**src/rtl/mem_arbiter.sv**
```systemverilog
// Shares one memory port between IFU and LSU: one registered request in flight at a time.
// Latency handshake->resp_valid = MEM_LATENCY+2; ready only in IDLE; responses are never backpressured.
module mem_arbiter #(
    parameter int ADDR_W       = 32,
    parameter int DATA_W       = 32,
    parameter int MEM_LATENCY  = 1,
    parameter int LSU_PRIORITY = 1
) (
    input  logic                  clock,
    input  logic                  reset,
    input  logic                  ifu_req_valid,
    output logic                  ifu_req_ready,
    input  logic [ADDR_W-1:0]     ifu_req_addr,
    output logic                  ifu_resp_valid,
    output logic [DATA_W-1:0]     ifu_resp_data,
    input  logic                  lsu_req_valid,
    output logic                  lsu_req_ready,
    input  logic [ADDR_W-1:0]     lsu_req_addr,
    input  logic                  lsu_req_wen,
    input  logic [DATA_W-1:0]     lsu_req_wdata,
    input  logic [DATA_W/8-1:0]   lsu_req_wmask,
    output logic                  lsu_resp_valid,
    output logic [DATA_W-1:0]     lsu_resp_data,
    output logic                  mem_valid,
    output logic [ADDR_W-1:0]     mem_addr,
    output logic                  mem_wen,
    output logic [DATA_W-1:0]     mem_wdata,
    output logic [DATA_W/8-1:0]   mem_wmask,
    input  logic [DATA_W-1:0]     mem_rdata
);
    localparam int MASK_W = DATA_W / 8;

    typedef enum logic [1:0] {IDLE, ISSUE, WAIT, RESP} state_t;

    state_t            state, state_nxt;
    logic [3:0]        cnt;
    logic              owner;
    logic              last_lsu;
    logic              grant_ifu, grant_lsu;
    logic [DATA_W-1:0] ifu_data, lsu_data;
    logic [DATA_W-1:0] rd_masked;

    always_comb begin
        state_nxt = state;
        grant_ifu = 1'b0;
        grant_lsu = 1'b0;
        case (state)
            IDLE: begin
                // reset gates ready so nothing is offered while the block is held in reset
                if (reset) begin
                    if (ifu_req_valid && lsu_req_valid) begin
                        if (LSU_PRIORITY != 0 || !last_lsu) grant_lsu = 1'b1;
                        else                                grant_ifu = 1'b1;
                    end else begin
                        grant_ifu = ifu_req_valid;
                        grant_lsu = lsu_req_valid;
                    end
                end
                if (grant_ifu || grant_lsu) state_nxt = ISSUE;
            end
            ISSUE:   state_nxt = WAIT;
            WAIT:    if (cnt <= 4'd1) state_nxt = RESP;
            RESP:    state_nxt = IDLE;
            default: state_nxt = IDLE;
        endcase
    end

    always_comb begin
        rd_masked = '0;
        for (int i = 0; i < MASK_W; i++) begin
            if (mem_wmask[i]) rd_masked[8*i +: 8] = mem_rdata[8*i +: 8];
        end
    end

    assign ifu_req_ready  = grant_ifu;
    assign lsu_req_ready  = grant_lsu;
    assign mem_valid      = (state == ISSUE);
    assign ifu_resp_valid = (state == RESP) && !owner;
    assign lsu_resp_valid = (state == RESP) && owner;
    assign ifu_resp_data  = ifu_data;
    assign lsu_resp_data  = lsu_data;

    always_ff @(posedge clock or negedge reset) begin
        if (!reset) begin
            state     <= IDLE;
            cnt       <= 4'd0;
            owner     <= 1'b0;
            last_lsu  <= 1'b1;
            mem_addr  <= '0;
            mem_wen   <= 1'b0;
            mem_wdata <= '0;
            mem_wmask <= '0;
            ifu_data  <= '0;
            lsu_data  <= '0;
        end else begin
            state <= state_nxt;
            if (grant_ifu) begin
                mem_addr  <= ifu_req_addr;
                mem_wen   <= 1'b0;
                mem_wdata <= '0;
                mem_wmask <= '1;
                owner     <= 1'b0;
                last_lsu  <= 1'b0;
            end
            if (grant_lsu) begin
                mem_addr  <= lsu_req_addr;
                mem_wen   <= lsu_req_wen;
                mem_wdata <= lsu_req_wdata;
                mem_wmask <= lsu_req_wmask;
                owner     <= 1'b1;
                last_lsu  <= 1'b1;
            end
            if (state == ISSUE) cnt <= 4'(MEM_LATENCY);
            if (state == WAIT) begin
                if (cnt > 4'd1) cnt <= cnt - 4'd1;
                else if (owner) lsu_data <= mem_wen ? '0 : rd_masked;
                else            ifu_data <= mem_rdata;
            end
        end
    end
endmodule

```
**config.mk**
```make
export PLATFORM = sky130hd
export DESIGN_NAME = mem_arbiter
export DESIGN_NICKNAME = d
export VERILOG_FILES = /design/src/rtl/mem_arbiter.sv
export SDC_FILE = /design/constraint.sdc
export NUM_CORES = 1
export LEC_CHECK = 0
export ABC_AREA = 1
export BUFFER_PORTS_ARGS = -buffer_cell sky130_fd_sc_hd__buf_2
export CORE_UTILIZATION = 48
export CTS_BUF_LIST = sky130_fd_sc_hd__clkbuf_4 sky130_fd_sc_hd__clkbuf_8 sky130_fd_sc_hd__clkbuf_16
export CTS_CLUSTER_SIZE = 40
export DETAILED_ROUTE_END_ITERATION = 6
export GPL_TIMING_DRIVEN = 0
export PLACE_DENSITY = 0.76
export SETUP_SLACK_MARGIN = 0.02
export SLEW_MARGIN = 15
export SYNTH_ARGS = -nofsm -noshare
export SYNTH_HDL_FRONTEND = slang
export SYNTH_SLANG_ARGS = --single-unit
export TNS_END_PERCENT = 10
```
**constraint.sdc**
```tcl
create_clock -name clock -period 1.77 [get_ports clock]
set_input_delay 0.177 -clock clock [delete_from_list [all_inputs] [get_ports clock]]
set_output_delay 0.177 -clock clock [all_outputs]
set_load 0.01 [all_outputs]
```
==> impl_results.md, run 1 <==
* Critical path origin: state[0]$_DFFE_PN0P_
* Layout cells sized above 1 at 31.1%
* Worst r2r path cells at 8
* Setup crit end: lsu_req_ready
* Vias per cell at 5.12
* CP Class: flip-flop to output pin
* H-tree lvl count at 4
* Drt pass-1 iters at 5
* HPWL Detailed at 14800 µm
* Overall power at 15600 µW
* PwrDens at 1700 mW/mm²
* Multiplexer share of the synthesized area at 0%
* Largest family of logic cells by synthesized area: simple AND/OR/NAND/NOR gates
* Area contributors post-synth: dfrtp_1, nand2_1, nand4_1
* Rel. slew slack at 64.7%
* GRT overflow at 0
* Critical Path Most Common Cell: buf_6
* Filler instances at 1103
* Final setup viols at 0
* Cts bufs inserted at 17
* RSZ-0062 raised after global routing: yes
* Hold_buf cts at 33
* Core area at 0.0132 mm²
* P_leak at 0.00538 µW
* Die ar. at 0.0140 mm²
* Net Count, Synth at just under 1000
* Yosys cell types at 19
* Post-route minimum period at 1750 ps
* CP Capture Type: output pin
* Commonest cells after routing, fill and taps aside: nand2_1, buf_2, dfrtp_1, nand3_1, nand4_1
* Hold Path Class: input port to asynchronous set/reset pin
* FF+latch count, synth at 140
* Status: finished, violations left
* Sequential-to-total area share from yosys stat at about 54%
* Post-synthesis xor/xnor area fraction at less than 1%
* Placer Congestion at 0.847
* Initial Util at 49.1%
* Worst-skew pair later-pin latency at between 400 and 500 ps
* Crit-path slowest cell: dfrtp_1
* I/O Pins at 275
* Root buffer cell: clkbuf_16
* Dominant cell type by area after synthesis: dfrtp_1
* Clock sinks at 140
* Worst-margin pin slew at 529 ps
* Data required time of the worst path at 1590 ps
* Nets at about 1300
* Post-synthesis adder-cell area fraction at between 1 and 1.5%
* Vias in the first global route at around 6800
* Initial antenna violation count at 5
* WHS at -349 ps
* Failing checks: negative hold slack
* Most common cell after layout, fill and taps aside: nand2_1
* Worst path arrival time at 1570 ps
* Peak supply drop at about 0.0008 V
* Pin count of the biggest net entering global routing at 77
* Synth Warn # at 0
* CP top delay family: buffers and inverters
* Port bufs at 274
* Critical path depth in cells at 7
* R2R Path Start: cnt[0]$_DFF_PN0_
* Share of the synthesized area in the top cell type at a little over half
* Post-Route WL at about 21000 µm
* Via count at 6966
* Clk slew on worst S/H paths at ~60 ps
* Tcrit/Tclk final at 98.9%
* DRC viols at 0
* Area Overhead vs Synth at 41.3%
* CTS Buffer Depth at 2
* Synth Area in Compound Gates at 0.231%
* Worst path bufs/invs at 5
* Synthesized instance count at 834
* 1st-iter DRT viols at approximately 570
* Worst Clk Skew at 9.15 ps
* Synthesized area at 0.00651 mm²
* Max Slew Vio Count at 0
* Fmax at between 0.5 and 0.6 GHz
* # rows at 42
* GRT Overall Usage at 30.9%
* Final Hold Vio Count at 72
* Die span in x at 118 µm
* Max cap viols at 0
* Routed len/inst at 15.4 µm
* First-pass GRT wire length at around 34000 µm
* Critical Path Max Stage Delay at 380 ps
* Flop2flop setup slack at ~110 ps
* CP Launch Type: flip-flop
* Reg2reg end: lsu_resp_data[3]$_DFFE_PN0P_
* CTS tree: built
* Synth Area in Simple Gates at between 30% and 40%
* Syn Area/Cell at 7.80 µm²
* Sequence of cells on the critical path: inv_2 > ha_4 > nand3_4 > inv_2 > buf_6 > buf_6 > buf_6
* Post-route antenna net violation count at 0
* Die height at between 100 and 150 µm
* Max FO, Critical Path at 8
-- cell families (layout without fill, tap and decap cells) --
family / count (synthesis) / in the layout
other: 0 / 5
DFF: 140 / 140
adders and majority gates: 6 / 6
buffers and inverters: 80 / 426
and+or+nand+nor: 604 / 604
xor gates and xnor gates: 1 / 1
AOI/OAI and AO/OA: 3 / 3
-- metal layers --
metal | part of all wire, % | GRT usage, %
met2 | 49 | 51.4
met5 | 0 | 0
met3 | 6.7 | 6.13
met4 | 4.5 | 17.2
met1 | 40 | 37.6
-- power by group --
| group | switching (µW) | internal, µW | leakage, µW | total, µW |
|---|---|---|---|---|
| Clock | 1360 | 2170 | 0.000278 | 3530 |
| Combinational | 4220 | 2520 | 0.00333 | 6740 |
| Sequential | 765 | 4600 | 0.00178 | 5370 |
| Total | 6340 | 9290 | 0.00538 | 15600 |
-- worst min path at each step --
stage | depth (start not counted) | startpoint | slack, ps | to
after floorplan | 0 | reset | -120 | cnt[0]$_DFF_PN0_
after global placement | 3 | lsu_req_wdata[7] | 380 | mem_wdata[7]$_DFFE_PN0P_
after detailed placement | 1 | reset | 190 | lsu_resp_data[3]$_DFFE_PN0P_
after CTS | 1 | reset | -250 | lsu_resp_data[3]$_DFFE_PN0P_
after global routing | 1 | reset | -330 | ifu_resp_data[10]$_DFFE_PN0P_
final | 1 | reset | -350 | ifu_resp_data[8]$_DFFE_PN0P_
-- synth_stat cells, drive strengths merged --
master	number
buf	37
clkbuf	26
dfrtp	140
ha	6
inv	17
nand2	416
nand3	77
nand4	66
nor2	40
o21ai	3
or2	5
xnor2	1
-- worst reg2reg max path: stages (launching register included) --
cell     delay (ps)
dfrtp_1         410
inv_1           110
ha_1            220
inv_1            50
nand2_1          90
nand4_1         220
buf_2           280
nand2_1         100
nand2_1          70
-- cell type report --
type	instances	area (µm²)	share of cell area (%)
Clock inverter	10	118	1.28
Inverter	17	63.8	0.694
Buffer	62	313	3.40
Antenna cell	5	12.5	0.136
Sequential cell	140	3500	38.1
Multi-Input combinational cell	614	2680	29.2
Tap cell	176	220	2.40
Clock buffer	21	468	5.09
Timing Repair Buffer	316	1810	19.7
-- flip-flops by register name (all words and copies together) (netlist names) --
register and flops:
mem_wmask 4, owner 1, lsu_resp_data 32, mem_addr 32, cnt 4, mem_wen 1
mem_wdata 32, ifu_resp_data 32, state 2
-- timing repair --
item                       in CTS  in global routing
pin swaps                       3                  1
buffers inserted                7                  1
setup endpoints to repair      52                 76
gates resized for setup        19                  6
hold endpoints to repair      105                 72
-- stage by stage --
step	setup TNS [ps]	util, %	instances	worst slack, ps	instance area [µm²]
6_report	0	69.4	1361	18.7	9190
5_1_grt	-99.7	69.4	1361	-42.2	9190
4_1_cts	-25.4	69.2	1356	-15.4	9170
3_5_place_dp	-2660	61.5	1285	-139	8140
3_3_place_gp	-385500	61.2	1284	-2420	8100
2_1_floorplan	0	-	834	332	6510
No activity file was read; power rests on OpenSTA's default activity.
==> run 2, diff against run 1 <==
--- a/config.mk
+++ b/config.mk
@@ -5,9 +5,8 @@
 export SDC_FILE = /design/constraint.sdc
 export NUM_CORES = 1
 export LEC_CHECK = 0
-export ABC_AREA = 1
 export BUFFER_PORTS_ARGS = -buffer_cell sky130_fd_sc_hd__buf_2
-export CORE_UTILIZATION = 48
+export CORE_UTILIZATION = 47
 export CTS_BUF_LIST = sky130_fd_sc_hd__clkbuf_4 sky130_fd_sc_hd__clkbuf_8 sky130_fd_sc_hd__clkbuf_16
 export CTS_CLUSTER_SIZE = 40
 export DETAILED_ROUTE_END_ITERATION = 6
==> run 2 against run 1 <==
The run still ends with negative hold slack left; synthesized cell count shrank 42%; die area shrank 3.3%; sequential share of layout area shrank 1.9 points; non-clock buffer count grew 34; combinational power grew 12%; routed wire length shrank 5.4%; global-route usage shrank 1.6 points; clock skew grew 1.3 ps; first-iteration DRC count shrank 41%; critical path depth is the same; largest cell class unchanged; largest power group unchanged.
==> impl_results.md, run 2 <==
* Share of the synthesized area in the top cell type at 56.9% (+3.1 points)
* Met3 usage at 7.16% (+1.0 points)
* Synth Warn # at 0 (unchanged)
* Die span in x at 116 µm (-1.7%)
* Sequential-to-total area share from yosys stat at 56.9% (+3.1 points)
* Post-synthesis xor/xnor area fraction at 0% (-0.13 points)
* Final Hold Vio Count at 105 (+46%)
* PwrDens at 1760 mW/mm² (+3.7%)
* 1st-iter DRT viols at 332 (-41%)
* CP Capture Type: output pin
* CP Class: flip-flop to output pin
* Data required time of the worst path at 1590 ps (about the same)
* CTS tree: built
* Crit-path slowest cell: dfrtp_1
* Footprint of the multi-input gates at 0.00241 mm² (-10%)
* Worst Clk Skew at 10.4 ps (+1.26 ps)
* CP Launch Type: flip-flop
* Die height at 116 µm (-1.7%)
* Post-synth EDFFs at 0 (unchanged)
* First-pass GRT wire length at 29600 µm (-12%)
* Tcrit/Tclk final at 99.0% (+0.099 points)
* Multiplexer share of the synthesized area at 13.1% (+13 points)
* Asr flop ratio synth at 100% (unchanged)
* Synth Area in Simple Gates at 8.62% (-31 points)
* M2 GR Usage at 52.3% (+0.91 points)
* Max cap viols at 0 (unchanged)
* RSZ-0062 raised after global routing: yes
* Placement Cell Area at 0.00778 mm² (-4.4%)
* Synthesized instance count at 486 (-42%)
* HPWL Detailed at 12000 µm (-19%)
* Area Overhead vs Synth at 57.2%
* Rel. slew slack at 69.6% (+4.8 points)
* Max FO, Critical Path at 3 (-5)
* FF+latch count, synth at 140 (unchanged)
* Storage element area at 0.00350 mm² (about the same)
* Root buffer cell: clkbuf_16
* Placer Congestion at 0.788 (-6.9%)
* Commonest cells after routing, fill and taps aside: buf_2, dfrtp_1, dlygate4sd3_1, nor2_1, nand2_1
* Layout cells sized above 1 at 49.6% (+18 points)
* Cts bufs inserted at 17 (unchanged)
* WHS at -124 ps (+225 ps)
* Worst path arrival time at 1580 ps (about the same)
* Post-Route WL at 19900 µm (-5.4%)
* Worst-skew pair later-pin latency at 420 ps (about the same)
* Clock sinks at 140 (unchanged)
* Sequence of cells on the critical path: inv_2 > ha_4 > and3_4 > nand2b_4 > buf_12 > clkinv_4 > buf_6
* Pin count of the biggest net entering global routing at 55 (-29%)
* Filler instances at 791 (-28%)
* P_leak at 0.00494 µW (-8.3%)
* Fmax at 0.570 GHz (-0.10%)
* Setup TNS at 0 ps (unchanged)
* Synth cell count leaders: dfrtp_1, nor2_1, inv_1, nand2_1, a22o_1
* Peak supply drop at 0.000972 V (+19%)
* Drt pass-1 iters at 4 (-1)
* Dominant cell type by area after synthesis: dfrtp_1
* Port bufs at 274 (unchanged)
* Fin area at 0.00967 mm² (+5.2%)
* # rows at 41 (-2.4%)
* GRT overflow at 0 (unchanged)
* Met1 usage at 31.2% (-6.5 points)
* Initial antenna violation count at 0 (-5)
* Post-synthesis adder-cell area fraction at 1.22% (+0.066 points)
* Top_reg_cell synth: dfrtp_1
* Worst path bufs/invs at 4 (-1)
* Net Count, Synth at 629 (-36%)
* CP top delay family: flip-flops
* Vias per cell at 5.19 (+1.4%)
* Syn Area/Cell at 12.7 µm² (+62%)
* Status: finished, violations left
* Most common cell in the netlist: dfrtp_1
* Most common cell after layout, fill and taps aside: buf_2
* Core area at 0.0127 mm² (-4.3%)
* Routed len/inst at 18.6 µm (+21%)
* Yosys cell types at 36 (+17)
* Clk slew on worst S/H paths at 60 ps (about the same)
* Post-route antenna net violation count at 0 (unchanged)
* CTS Buffer Depth at 2 (unchanged)
* Largest family of logic cells by synthesized area: compound AO/OA/AOI/OAI gates
* Final worst slack at 16.9 ps (-1.75 ps)
* Final core occ at 76.4% (+6.9 points)
* Ant. Diodes at 0 (-5)
* Vias in the first global route at 5890 (-13%)
* Hold Path Class: input port to asynchronous set/reset pin
* Setup WS pre-CTS at -430 ps (-291 ps)
* Synthesized area at 0.00616 mm² (-5.4%)
* H-tree lvl count at 4 (unchanged)
* Max Slew Vio Count at 0 (unchanged)
* Critical Path Max Stage Delay at 400 ps (+20 ps)
* Area contributors post-synth: dfrtp_1, mux2_4, a221oi_2
* Final setup viols at 0 (unchanged)
* Post-route minimum period at 1750 ps (+1.75 ps)
* Nets at 1026 (-22%)
* Initial Util at 48.6% (-0.57 points)
* Failing checks: negative hold slack
* Via count at 5534 (-21%)
* GRT busiest layer: met2
* I/O Pins at 275 (unchanged)
* DRC viols at 0 (unchanged)
* Die ar. at 0.0136 mm² (-3.3%)
* Worst-margin pin slew at 456 ps (-72.4 ps)
* GRT Overall Usage at 29.2% (-1.6 points)
* Synth Area in Compound Gates at 14.0% (+14 points)
==> run 2: worst paths after layout <==
kind                                            from                       endpoint  slack (ps)  cells after the start
min reg2reg                mem_wdata[12]$_DFFE_PN0P_      mem_wdata[12]$_DFFE_PN0P_         500                      1
max in group asynchronous                      reset  ifu_resp_data[25]$_DFFE_PN0P_         990                      6
min in group clock                  ifu_req_addr[22]       mem_addr[22]$_DFFE_PN0P_          20                      3
max                             state[0]$_DFFE_PN0P_                  ifu_req_ready          20                      7
min                                            reset   ifu_resp_data[0]$_DFFE_PN0P_        -120                      2
max reg2reg                     state[0]$_DFFE_PN0P_       mem_addr[16]$_DFFE_PN0P_          50                      8
==> run 2: stage by stage <==
step / power (µW) / std cells
3_3_place_gp: 12100 / 932
4_1_cts: 16400 / 1055
5_1_grt: 18000 / 1066
2_1_floorplan: 9730 / 486
6_report: 17100 / 1066
3_5_place_dp: 12400 / 933
==> run 2: final cells by class <==
class | instances | share of cell area (%)
clock buffer | 17 | 4.40
inverter | 38 | 1.53
tap | 172 | 2.22
buffer | 31 | 3.04
multi-input combinational | 274 | 24.9
sequential | 140 | 36.2
timing repair buffer | 381 | 25.8
clock inverter | 13 | 1.82
==> run 2: per-layer routing <==
| layer | share of wire (%) | vias to the layer above |
|---|---|---|
| li1 | - | 2474 |
| met1 | 36 | 2702 |
| met2 | 52 | 294 |
| met3 | 7.5 | 64 |
| met4 | 4.0 | 0 |
| met5 | 0 | - |
==> run 2: logic make-up (layout without fill, tap and decap cells) <==
logic type                 count (synthesis)  after routing
AOI/OAI and AO/OA                         81             81
adders and majority gates                  6              6
muxes                                     65             65
and+or+nand+nor                          122            122
DFF                                      140            140
buffers and inverters                     72            480
==> run 2: what timing repair did <==
item,in CTS,in global routing
pin swaps,2,1
cloned,1,0
endpoints found under the setup margin,123,123
hold buffers,83,1
hold endpoints to repair,164,106
setup buffers,8,13
resized for setup,23,42
==> run 2: power breakdown <==
| part | leakage [µW] | total, µW | switching (µW) | internal, µW |
|---|---|---|---|---|
| combinational | 0.00294 | 7520 | 3600 | 3920 |
| clock | 0.000302 | 3680 | 1350 | 2330 |
| sequential | 0.00169 | 5850 | 1090 | 4760 |
==> run 2: worst reg2reg max path: cells and delay by family, from the launching register on <==
family | cells | cell delay [ps]
compound gates | 1 | 270
fa+ha+maj | 1 | 140
simple gates | 3 | 370
flops | 1 | 400
buf+inv | 3 | 420
